File: config.mk
export PLATFORM = sky130hd
export DESIGN_NAME = hex_display
export DESIGN_NICKNAME = d
export VERILOG_FILES = /design/src/rtl/hex_display.sv
export SDC_FILE = /design/constraint.sdc
export NUM_CORES = 1
export LEC_CHECK = 0
export BUFFER_PORTS_ARGS = -buffer_cell sky130_fd_sc_hd__buf_4
export CORE_MARGIN = 10
export CORE_UTILIZATION = 50
export DETAILED_ROUTE_END_ITERATION = 8
export GPL_TIMING_DRIVEN = 0
export PLACE_DENSITY = 0.78
export SETUP_SLACK_MARGIN = 0.05
export SYNTH_ARGS = -nofsm -noshare
export SYNTH_HDL_FRONTEND = slang
export SYNTH_SLANG_ARGS = --single-unit
File: constraint.sdc
create_clock -name clk -period 3.2 [get_ports clk]
set_input_delay 0.8 -clock clk [delete_from_list [all_inputs] [get_ports clk]]
set_output_delay 0.8 -clock clk [all_outputs]
set_load 0.02 [all_outputs]
File: src/rtl/hex_display.sv
// rtl/hex_display.sv - multi-digit hex 7-segment driver with leading-zero blanking and blink
//
// Ports:
//   clk, rst            system clock, asynchronous active-high reset
//   wr_en, wr_data      load the whole value (wins over dig_we)
//   dig_we, dig_sel,    replace one nibble; indices >= DIGITS are ignored
//   dig_data
//   blank_lz            blank leading zero digits (digit 0 always shown)
//   blink_en            blank every digit during the off half of the blink period
//   disp                registered active-low segments, bits 7k+6..7k = g..a of digit k
//   cur_value           stored value readback
module hex_display #(
  parameter int DIGITS    = 4,
  parameter int BLINK_DIV = 25000000
) (
  input  logic                  clk,
  input  logic                  rst,
  input  logic                  wr_en,
  input  logic [4*DIGITS-1:0]   wr_data,
  input  logic                  dig_we,
  input  logic [2:0]            dig_sel,
  input  logic [3:0]            dig_data,
  input  logic                  blank_lz,
  input  logic                  blink_en,
  output logic [7*DIGITS-1:0]   disp,
  output logic [4*DIGITS-1:0]   cur_value
);

  localparam int CW = $clog2(BLINK_DIV);
  localparam logic [CW-1:0] CNT_MAX = CW'(BLINK_DIV - 1);

  logic [4*DIGITS-1:0] val_q, val_d;
  logic [CW-1:0]       cnt_q, cnt_d;
  logic                phase_q, phase_d;
  logic [7*DIGITS-1:0] disp_q, disp_d;

  function automatic logic [6:0] seg7(input logic [3:0] n);
    logic [6:0] s;
    case (n)
      4'h0: s = 7'h40;
      4'h1: s = 7'h79;
      4'h2: s = 7'h24;
      4'h3: s = 7'h30;
      4'h4: s = 7'h19;
      4'h5: s = 7'h12;
      4'h6: s = 7'h02;
      4'h7: s = 7'h78;
      4'h8: s = 7'h00;
      4'h9: s = 7'h10;
      4'hA: s = 7'h08;
      4'hB: s = 7'h03;
      4'hC: s = 7'h46;
      4'hD: s = 7'h21;
      4'hE: s = 7'h06;
      4'hF: s = 7'h0E;
      default: s = 7'h7F;
    endcase
    return s;
  endfunction

  // Value register: a full load overrides any single-digit write in the same cycle.
  // Looping only over existing digits makes out-of-range dig_sel a no-op.
  always_comb begin
    val_d = val_q;
    if (wr_en) begin
      val_d = wr_data;
    end else if (dig_we) begin
      for (int k = 0; k < DIGITS; k++) begin
        if (dig_sel == 3'(k)) val_d[4*k +: 4] = dig_data;
      end
    end
  end

  // Free-running blink timebase; phase flips each time the counter wraps.
  always_comb begin
    cnt_d   = cnt_q + 1'b1;
    phase_d = phase_q;
    if (cnt_q == CNT_MAX) begin
      cnt_d   = '0;
      phase_d = ~phase_q;
    end
  end

  // Walk from the most significant digit down, tracking whether every nibble
  // seen so far (including the current one) is zero.
  always_comb begin
    logic [3:0] nib;
    logic       zero_above;
    logic       lead_blank;
    disp_d     = '1;
    nib        = '0;
    zero_above = 1'b1;
    lead_blank = 1'b0;
    for (int k = DIGITS - 1; k >= 0; k--) begin
      nib        = val_q[4*k +: 4];
      zero_above = zero_above & (nib == 4'h0);
      lead_blank = blank_lz && (k > 0) && zero_above;
      if ((blink_en && !phase_q) || lead_blank) begin
        disp_d[7*k +: 7] = 7'h7F;
      end else begin
        disp_d[7*k +: 7] = seg7(nib);
      end
    end
  end

  always_ff @(posedge clk or posedge rst) begin
    if (rst) begin
      val_q   <= '0;
      cnt_q   <= '0;
      phase_q <= 1'b1;
      disp_q  <= '1;
    end else begin
      val_q   <= val_d;
      cnt_q   <= cnt_d;
      phase_q <= phase_d;
      disp_q  <= disp_d;
    end
  end

  assign disp      = disp_q;
  assign cur_value = val_q;

endmodule
==> summary.txt <==
Power
  • PD cells: 456 nW/µm²
  • IR Drop Worst-Case VDD: 257 µV
  • Power, Total: 2130 µW
  • Leak Pwr: 0.00206 µW

Logic synthesis
  • Post-Syn Nets: 437
  • Area contributors post-synth: dfrtp_1 (27%), dfstp_2 (20%), ha_1 (7.2%)
  • Number of flops mapped to enable cells by yosys: 0
  • Area leader, netlist: dfrtp_1
  • Mean Syn Cell Area: 9.93 µm²
  • Yosys warning total: 0
  • Ys flop type: dfrtp_1
  • Most instantiated cells after synthesis: nand2_1 (45), dfrtp_1 (41), dfstp_2 (29)
  • Top-count cell post-synth: nand2_1
  • Asr flop ratio synth: 1.00
  • Mapped Cells: 386
  • Synth Cell Area: 3830 µm²
  • Synth top area share: 0.268
  • Register bit count reported by yosys: 70
  • Sequential element share of the synthesized area: 0.466
  • Distinct cells, synth: 47

Die
  • Core area: 7370 µm²
  • Io pins: 73
  • Die W: 108 µm
  • Die Span Y: 108 µm
  • Die area: 11,600 µm²
  • Starting density of the core: 0.520
  • Rows: 31

Place
  • Detailed Place HPWL: 6.87 mm
  • Placed Area: 4500 µm²
  • Placed cells: 557
  • Routability cong.: 0.860
  • Dpl ws: 1050 ps
  • PortBufs: 72

Clock tree
  • Post-CTS Hold Buffers: 0
  • CTS clock-pin slew for the worst setup and hold paths: 80 ps
  • Post-CTS Setup Bufs: 0
  • Sink Count: 70
  • Max Buffers Root-to-Sink: 2
  • TritonCTS clock tree: yes
  • Clock root buffer: clkbuf_8
  • CTS HTree Levels: 3
  • Cts bufs inserted: 9
  • Cts repair resizes: 0
  • Worst-Skew Late Latency: 350 ps

GRT
  • Largest net degree at the start of global routing: 71
  • Number of global-route vias before repair: 3,276
  • Grt ovf: 0
  • Total GRT Usage: 0.166
  • Initial antenna violation count: 0
  • First-pass GRT wire length: 15.8 mm

Detailed routing
  • Drt pass-1 iters: 4
  • Antenna Nets Post-Route: 0
  • 1st-iter DRT viols: 165
  • Total number of vias: 3,231
  • WL/cell: 16.1 µm
  • DRC violation count after routing: 0
  • Total Wirelength: 9.20 mm
  • Via/cell ratio: 5.64

Final layout
  • Final Instance Count excl. Fillers: 573
  • ANT cells: 0
  • Area grow syn2layout: 21.9%
  • NumNets Final: 520
  • Post-route cell area: 4670 µm²
  • Layout cells sized above 1: 0.276
  • Fin util: 0.634

Timing
  • Slew margin rel.: 0.452
  • Skew final: 8.51 ps
  • Final hold violation count: 0
  • Final worst path period need: 2160 ps
  • Fmax: 463 MHz
  • Final setup fails: 0
  • Worst-Margin Slew: 821 ps
  • Fin crit share: 0.675
  • RSZ-0062 raised after global routing: no
  • Slew Viols, Final: 0
  • Setup WS post-layout: 1040 ps

Hold path
  • Worst Hold Class: reg -> reg

Run status
  • Status: complete, no violations

Setup path
  • Buf+Inv Stages, Crit Path: 1
  • Crit path max-delay family: compound AO/OA/AOI/OAI gates
  • Critical Path End Type: flop
  • CP max-delay cell: a31oi_1
  • CP Data Arrival Time: 2410 ps
  • CP required: 3450 ps
  • CP cell instances: inv_1 -> ha_1 -> nor3b_1 -> and4_1 -> a31oi_1 -> o211ai_1
  • Max stage delay on crit path: 540 ps
  • Critical Path Source Type: flop
  • Kind of critical path: reg -> reg
  • Crit-path max FO: 7

Run
  • Max-cap viol count: 0
## where the power goes
part / switching [µW] / internal [µW] / total (µW) / leakage [µW]
logic: 276 / 198 / 474 / 0.00113
registers: 44.3 / 975 / 1020 / 0.000835
clock network: 356 / 283 / 639 / 0.0000898
## cell usage in the layout (no fill, tap or decap), types with 2 or more instances in the layout
cell type | Yosys | routed
mux2i_1 | 14 | 14
xor2_1 | 8 | 8
or3_1 | 3 | 3
nand4_1 | 7 | 7
o31ai_1 | 3 | 3
and4_1 | 3 | 3
buf_4 | 0 | 72
dfrtp_1 | 41 | 41
xnor2_1 | 7 | 7
o221ai_1 | 2 | 2
nand2b_1 | 10 | 10
o311ai_0 | 6 | 6
nor4bb_1 | 2 | 2
inv_1 | 16 | 15
o21ai_0 | 27 | 27
o21a_1 | 4 | 4
nor4_1 | 3 | 3
clkbuf_1 | 17 | 17
nand3_1 | 11 | 11
and2_1 | 2 | 2
nor2b_1 | 7 | 7
and3_1 | 4 | 4
mux2_2 | 3 | 3
clkinv_2 | 0 | 3
clkbuf_8 | 0 | 9
a31oi_1 | 3 | 3
nor2_1 | 20 | 20
dfstp_2 | 29 | 29
a21o_1 | 2 | 2
or4_1 | 6 | 6
or2_2 | 2 | 2
inv_6 | 0 | 2
nand2_1 | 45 | 45
o211ai_1 | 21 | 21
nor3_1 | 4 | 4
ha_1 | 22 | 22
a21oi_1 | 16 | 16
nand3b_1 | 3 | 3
## sequential cells by signal, indices dropped and copies added (netlist names)
signal,flops
cur_value,16
cnt_q,25
phase_q,1
disp,28
## final timing paths
kind                             end  slack (ps)  cells past startpoint         start
setup / recovery             disp[9]        1040                      6  cur_value[8]
hold / removal             cnt_q[17]         510                      1     cnt_q[17]
setup reg to reg             disp[9]        1040                      6  cur_value[8]
hold reg to reg            cnt_q[17]         510                      1     cnt_q[17]
max in group asynchronous  cnt_q[23]        2050                      2           rst
min in group asynchronous   cnt_q[8]         620                      2           rst
## layer usage
| metal | GRT usage | share of wire |
|---|---|---|
| met2 | 0.264 | 0.49 |
| met1 | 0.202 | 0.42 |
| met3 | 0.0635 | 0.072 |
| met5 | 0 | 0 |
| met4 | 0.0525 | 0.018 |
## through the flow
step,hold slack [ps],setup TNS [ps]
final,514,0
after global routing,527,0
after CTS,511,0
after detailed placement,501,0
after global placement,479,-4920
after floorplan,460,0
## kinds of logic after synthesis
| kind of cell | after synthesis | synth area share |
|---|---|---|
| simple gates | 140 | 0.198 |
| xor+xnor | 15 | 0.0343 |
| buf+inv | 34 | 0.0336 |
| fa+ha+maj | 22 | 0.0718 |
| flops | 70 | 0.466 |
| compound gates | 87 | 0.145 |
| mux | 18 | 0.0512 |
## final cells by class
type	count	area [µm²]
plain buffers	18	68.8
clock buffers	9	124
clock inverters	7	48.8
fillers	615	2700
inverters	16	62.6
multi-input cells	282	1920
flip-flops and latches	70	1790
well taps	99	124
repair buffers	72	541
(Power assumes the default switching activity.)
